==> src/rtl/muldiv_unit.sv <==
// Iterative multiply/divide unit for the EX stage: shift-add MULT/MULTU, restoring DIV/DIVU,
// with an optional single-cycle multiply, flush/cancel and a fixed divide-by-zero result.
module muldiv_unit #(
  parameter int WIDTH    = 32,
  parameter bit MUL_FAST = 1'b0
) (
  input  logic             clk,
  input  logic             rst,
  input  logic             start,
  input  logic [1:0]       op,
  input  logic [WIDTH-1:0] a,
  input  logic [WIDTH-1:0] b,
  input  logic             flush,
  output logic             stall,
  output logic             busy,
  output logic             done,
  output logic [WIDTH-1:0] hi,
  output logic [WIDTH-1:0] lo,
  output logic             div_zero
);

  localparam int CNT_W = $clog2(WIDTH + 1);

  typedef enum logic [1:0] {
    IDLE,
    CALC,
    DONE
  } stateT;

  stateT state, stateNext;

  logic [CNT_W-1:0] cnt;
  logic [1:0]       opReg;
  logic [WIDTH-1:0] operandReg;
  logic [WIDTH-1:0] accHi;
  logic [WIDTH-1:0] accLo;
  logic             negRes;
  logic             negRem;
  logic             divZeroReg;

  // Operand decode: op[1] selects divide, op[0]==0 selects a signed operation.
  logic             isSignedIn;
  logic             aNeg;
  logic             bNeg;
  logic [WIDTH-1:0] aMag;
  logic [WIDTH-1:0] bMag;
  logic             bZero;
  logic             takeStart;
  logic             fastPath;

  assign isSignedIn = ~op[0];
  assign aNeg       = isSignedIn & a[WIDTH-1];
  assign bNeg       = isSignedIn & b[WIDTH-1];
  assign aMag       = aNeg ? -a : a;
  assign bMag       = bNeg ? -b : b;
  assign bZero      = (b == '0);
  assign takeStart  = (state == IDLE) & start & ~flush;
  assign fastPath   = (MUL_FAST & ~op[1]) | (op[1] & bZero);

  // Single-cycle results: full-width product, or the divide-by-zero pattern.
  logic [2*WIDTH-1:0] fastProd;
  logic [2*WIDTH-1:0] fastProdSigned;
  logic [WIDTH-1:0]   fastHi;
  logic [WIDTH-1:0]   fastLo;
  logic               fastDivZero;

  assign fastProd       = {{WIDTH{1'b0}}, aMag} * {{WIDTH{1'b0}}, bMag};
  assign fastProdSigned = (aNeg ^ bNeg) ? -fastProd : fastProd;

  always_comb begin
    fastHi      = fastProdSigned[2*WIDTH-1:WIDTH];
    fastLo      = fastProdSigned[WIDTH-1:0];
    fastDivZero = 1'b0;
    if (op[1]) begin
      fastHi      = a;
      fastLo      = '1;
      fastDivZero = 1'b1;
    end
  end

  // One multiply step: conditionally add the multiplicand to the upper half, then shift
  // {carry, accHi, accLo} right so the multiplier bits drain out of accLo.
  logic [WIDTH:0]   mulSum;
  logic [WIDTH-1:0] mulHi;
  logic [WIDTH-1:0] mulLo;

  assign mulSum = {1'b0, accHi} + (accLo[0] ? {1'b0, operandReg} : '0);
  assign mulHi  = mulSum[WIDTH:1];
  assign mulLo  = {mulSum[0], accLo[WIDTH-1:1]};

  // One restoring divide step: accHi is the partial remainder, accLo shifts the dividend
  // out at the top and the quotient bits in at the bottom.
  logic [WIDTH:0]   divShift;
  logic [WIDTH:0]   divTrial;
  logic             divOk;
  logic [WIDTH-1:0] divHi;
  logic [WIDTH-1:0] divLo;

  assign divShift = {accHi, accLo[WIDTH-1]};
  assign divTrial = divShift - {1'b0, operandReg};
  assign divOk    = ~divTrial[WIDTH];
  assign divHi    = divOk ? divTrial[WIDTH-1:0] : divShift[WIDTH-1:0];
  assign divLo    = {accLo[WIDTH-2:0], divOk};

  logic [WIDTH-1:0] iterHi;
  logic [WIDTH-1:0] iterLo;

  assign iterHi = opReg[1] ? divHi : mulHi;
  assign iterLo = opReg[1] ? divLo : mulLo;

  // Sign restoration applied on the last iteration, as the result is registered.
  logic [2*WIDTH-1:0] mulFinal;
  logic [WIDTH-1:0]   finalHi;
  logic [WIDTH-1:0]   finalLo;

  assign mulFinal = negRes ? -{iterHi, iterLo} : {iterHi, iterLo};

  always_comb begin
    finalHi = mulFinal[2*WIDTH-1:WIDTH];
    finalLo = mulFinal[WIDTH-1:0];
    if (opReg[1]) begin
      finalHi = negRem ? -iterHi : iterHi;
      finalLo = negRes ? -iterLo : iterLo;
    end
  end

  // Next-state logic; flush returns to IDLE from any state and beats a same-cycle start.
  always_comb begin
    stateNext = state;
    case (state)
      IDLE: begin
        if (takeStart) begin
          stateNext = fastPath ? DONE : CALC;
        end
      end
      CALC: begin
        if (cnt == CNT_W'(1)) begin
          stateNext = DONE;
        end
      end
      DONE: begin
        stateNext = IDLE;
      end
      default: begin
        stateNext = IDLE;
      end
    endcase
    if (flush) begin
      stateNext = IDLE;
    end
  end

  // State, datapath and result registers; results only change when entering DONE.
  always_ff @(posedge clk) begin
    if (rst) begin
      state      <= IDLE;
      cnt        <= '0;
      opReg      <= '0;
      operandReg <= '0;
      accHi      <= '0;
      accLo      <= '0;
      negRes     <= 1'b0;
      negRem     <= 1'b0;
      hi         <= '0;
      lo         <= '0;
      divZeroReg <= 1'b0;
    end else begin
      state <= stateNext;
      if (takeStart) begin
        opReg  <= op;
        negRes <= aNeg ^ bNeg;
        negRem <= aNeg;
        cnt    <= CNT_W'(WIDTH);
        accHi  <= '0;
        if (op[1]) begin
          operandReg <= bMag;
          accLo      <= aMag;
        end else begin
          operandReg <= aMag;
          accLo      <= bMag;
        end
        if (fastPath) begin
          hi         <= fastHi;
          lo         <= fastLo;
          divZeroReg <= fastDivZero;
        end
      end else if ((state == CALC) && !flush) begin
        cnt   <= cnt - CNT_W'(1);
        accHi <= iterHi;
        accLo <= iterLo;
        if (cnt == CNT_W'(1)) begin
          hi         <= finalHi;
          lo         <= finalLo;
          divZeroReg <= 1'b0;
        end
      end
    end
  end

  assign busy     = (state == CALC);
  assign done     = (state == DONE);
  assign div_zero = done & divZeroReg;
  assign stall    = takeStart | (state == CALC);

endmodule

==> config.mk <==
export PLATFORM = sky130hd
export DESIGN_NAME = muldiv_unit
export DESIGN_NICKNAME = d
export VERILOG_FILES = /design/src/rtl/muldiv_unit.sv
export SDC_FILE = /design/constraint.sdc
export NUM_CORES = 2
export LEC_CHECK = 0
export BUFFER_PORTS_ARGS = -buffer_cell sky130_fd_sc_hd__buf_2
export CAP_MARGIN = 20
export CORE_UTILIZATION = 65
export DETAILED_ROUTE_END_ITERATION = 12
export PLACE_DENSITY = 0.89
export SETUP_SLACK_MARGIN = 0.4
export SLEW_MARGIN = 20
export SYNTH_ARGS = -nofsm -noshare
export SYNTH_HDL_FRONTEND = slang
export SYNTH_SLANG_ARGS = --single-unit
==> constraint.sdc <==
create_clock -name clk -period 15.2 [get_ports clk]
set_input_delay 2.28 -clock clk [delete_from_list [all_inputs] [get_ports clk]]
set_output_delay 2.28 -clock clk [all_outputs]
set_load 0.05 [all_outputs]
==> results summary <==
The run finished with clean final reports. The weighted congestion at the end of routability-driven global placement is between 0.9 and 1. Among all stages on the critical path, the largest delay is contributed by sky130_fd_sc_hd__xor2_1.

After floorplanning, the core was divided into 60 placement rows. The static leakage came out at a little under 8 nW. Clock skew on the completed layout was measured at 18.5 ps. Once detail routing completed, the nets flagged for antenna violations numbered 0. The total nets after synthesis came out at approximately 2,700.

The number of vias per cell came out at 6.69. The detailed router's first-iteration violation count came out at about 2,500. In this run the critical register-to-register path is launched from operandReg[17]. For this run the aggregate overflow at the end of global routing stands at 0.

Clock tree synthesis selected as its root buffer the cell sky130_fd_sc_hd__clkbuf_16. The critical path is of the in -> reg type. The via count of the first global-routing pass was roughly 18,000. The normalized max-slew margin is approximately 28%. The largest voltage drop on the vdd net is approximately 0.00012 V.

The total routing usage reported by global routing is about 44%. The share of cells above drive strength 1 came out at 9.14%. The wire length of the first global-routing pass came out at around 98,000 µm. The number of buffer cells added on primary ports is around 140. The required time at the endpoint of the critical path is ~16,000 ps. Summing all multi-input logic gate instances after layout gives 13,500 µm².

The final route contains approximately 19,000 vias. In the synthesized netlist, the number of instances is 2,521. The routed wirelength normalized by instance count is approximately 22 µm. The area growth from synthesis to layout is 6.89%. The number of hold violations in the final report is 0. STA classifies the critical path startpoint as an input pin. The max-capacitance violation count came out at 0.

The count of clock tree sinks is 172. The detailed placement HPWL came out at approximately 48,000 µm. The top achievable clock speed came out at ~120 MHz.

The flip-flop and latch area came out at ~3400 µm². The startpoint identified for the worst hold timing path is operandReg[29]. The maximum clock path buffer count came out at 2.

The number of post-CTS setup repair buffers came out at 0. The worst path uses between 50% and 60% of the clock period. The number of synthesized register bits is around 170.

The initial core utilization is between 60% and 70%. The delay of the slowest cell on the worst path came out at between 500 and 600 ps. By instance count, the cell type seen most on the critical path is sky130_fd_sc_hd__fa_1. The most critical setup path has its startpoint at b[0]. At the worst endpoint, the arrival time is between 8000 and 9000 ps. The clock latency on the worst-skew pair is 450 ps. The time the worst path needs with I/O delays and setup is roughly 8400 ps. The number of max-slew violations in the final report came out at 0.

The wire length reported by the detailed router is between 60,000 and 70,000 µm. The die outline height came out at about 170 µm. The post-route total power is 1.77 mW. The DRC violations left came out at 0. The net count of the finished layout is around 2,700. The number of iterations in the first detailed-routing pass is 9. The count of cells resized by post-cts repair came out at 0. The count of flip-flops with a built-in enable after synthesis is 0.

The tightest min-delay check is of the reg -> reg type. The count of synthesis-stage warnings from yosys is 0. The die span in x came out at between 150 and 200 µm. Traced cell by cell, the critical path runs through buf_2, inv_1, ha_1, nor2b_1, a21oi_1, xor2_1, nand2_1, fa_1, inv_1, fa_1, fa_1, fa_1, ha_1, ha_1, inv_1, fa_1, inv_1, fa_1, ha_1, xnor2_1, o31ai_1, xnor2_1, o211ai_1, a21oi_1. The H-tree was split into 4 levels. The total standard cell area after synthesis came out at around 18,000 µm². The die area came out at approximately 28,000 µm².

The element type at the critical path end is a flip-flop. The proportion of synthesized chip area in sequential cells is between 10% and 20%. The post-route setup TNS is 0 ps.

The clock-pin slew of the registers on the worst-case setup and hold paths is roughly 90 ps. The ratio of total power to cell area came out at about 90 nW/µm². At the pin with the least slew margin, the transition time is about 1100 ps. The fraction of registers with async set or reset after synthesis came out at 0%. The final-report setup violation count came out at 0. The number of unique standard cell types used by synthesis came out at 80. On the final layout, the worst hold slack is 479 ps. The cell area after placement came out at 18,700 µm². The clock buffer count from CTS came out at 17.

The post-route cell area is 19,300 µm². Setup repair after global routing left no endpoint under its margin. The mean instance size in the synthesized netlist came out at 7.15 µm². The peak fanout along the critical path came out at 10. The count of hold buffers inserted by post-cts repair came out at 0. The initial antenna violation count is 1. The floorplan core area is 27,100 µm². about 140 I/O pins were placed. The number of filler instances in the final layout came out at about 2,300. The largest net degree at the start of global routing is 99. TritonCTS built the clock tree. In the synthesized netlist the dominant register cell turns out to be sky130_fd_sc_hd__dfxtp_1.
final timing paths:
path,slack (ps),end,depth (start not counted)
min,480,operandReg[29],2
min reg2reg,480,operandReg[29],2
max,6760,lo[10],24
max reg2reg,8720,hi[20],20
worst max-delay path: cells and delay by family:
family,cells,cell delay (ps)
buffers and inverters,5,550
adders and majority gates,10,4000
xor gates and xnor gates,3,780
AOI/OAI and AO/OA,4,680
and+or+nand+nor,2,460
cell usage in the layout (no fill, tap or decap), types with 86 or more instances in the layout:
cell / n
sky130_fd_sc_hd__a21oi_1: 236
sky130_fd_sc_hd__buf_2: 135
sky130_fd_sc_hd__dfxtp_1: 171
sky130_fd_sc_hd__ha_1: 112
sky130_fd_sc_hd__inv_1: 119
sky130_fd_sc_hd__nand2_1: 320
sky130_fd_sc_hd__nor2_1: 255
sky130_fd_sc_hd__nor3_1: 103
sky130_fd_sc_hd__o211ai_1: 86
sky130_fd_sc_hd__o21ai_0: 103
sky130_fd_sc_hd__xnor2_1: 134
sky130_fd_sc_hd__xor2_1: 99
where the power goes:
group / total (mW) / internal (mW) / switching [mW]
registers: 0.486 / 0.465 / 0.0207
logic: 0.836 / 0.329 / 0.507
clock network: 0.449 / 0.233 / 0.216
total: 1.77 / 1.03 / 0.743
cell type report:
class / instances / share of cell area, %
timing repair buffer: 161 / 4.52
clock buffer: 18 / 2.23
sequential: 172 / 17.9
antenna: 1 / 0.0130
inverter: 120 / 2.34
tap: 372 / 2.42
clock inverter: 13 / 0.792
multi-input combinational: 2043 / 69.8
Yosys cell counts, drive strengths merged, types with 17 or more instances:
cell,instances,area (µm²)
inv,119,447
nand3,31,160
nand2,320,1200
o31ai,18,140
o21ai,110,554
a2111oi,18,176
and2,43,269
nor2b,18,113
clkbuf,161,604
a31oi,30,188
xnor2,134,1170
nor3,103,515
mux2i,44,440
ha,112,1400
dfxtp,172,3440
xor2,99,867
nor4,18,119
nor2,257,965
a21o,28,210
a211oi,70,526
a21oi,238,1200
and3,17,106
nand4,21,131
o211ai,86,646
buf,25,123
fa,38,761
layer usage:
layer / part of all wire (%) / GRT usage (%)
met1: 39 / 57.8
met4: 5.3 / 22.1
met3: 11 / 7.25
met5: 0 / 0
met2: 44 / 70.1
flip-flops by register name (all words and copies together) (netlist names), 2 cells and up:
name	flops
operandReg	32
cnt	6
accLo	32
hi	32
lo	32
accHi	32
state	2
stage by stage:
step                      worst slack [ps]  util (%)  instances
after floorplan                       6980         -       2521
after global placement                6440      69.0       2868
after detailed placement              6290      69.0       2868
after CTS                             6730      71.1       2899
after global routing                  6350      71.1       2899
final                                 6760      71.1       2900
kinds of logic after synthesis:
group	after synthesis	synth area share [%]
and+or+nand+nor	903	23.0
AOI/OAI and AO/OA	706	25.2
buffers and inverters	306	6.53
xor gates and xnor gates	233	11.3
DFF	172	19.1
adders and majority gates	150	12.0
muxes	51	2.88
No activity file was read; power rests on OpenSTA's default activity.
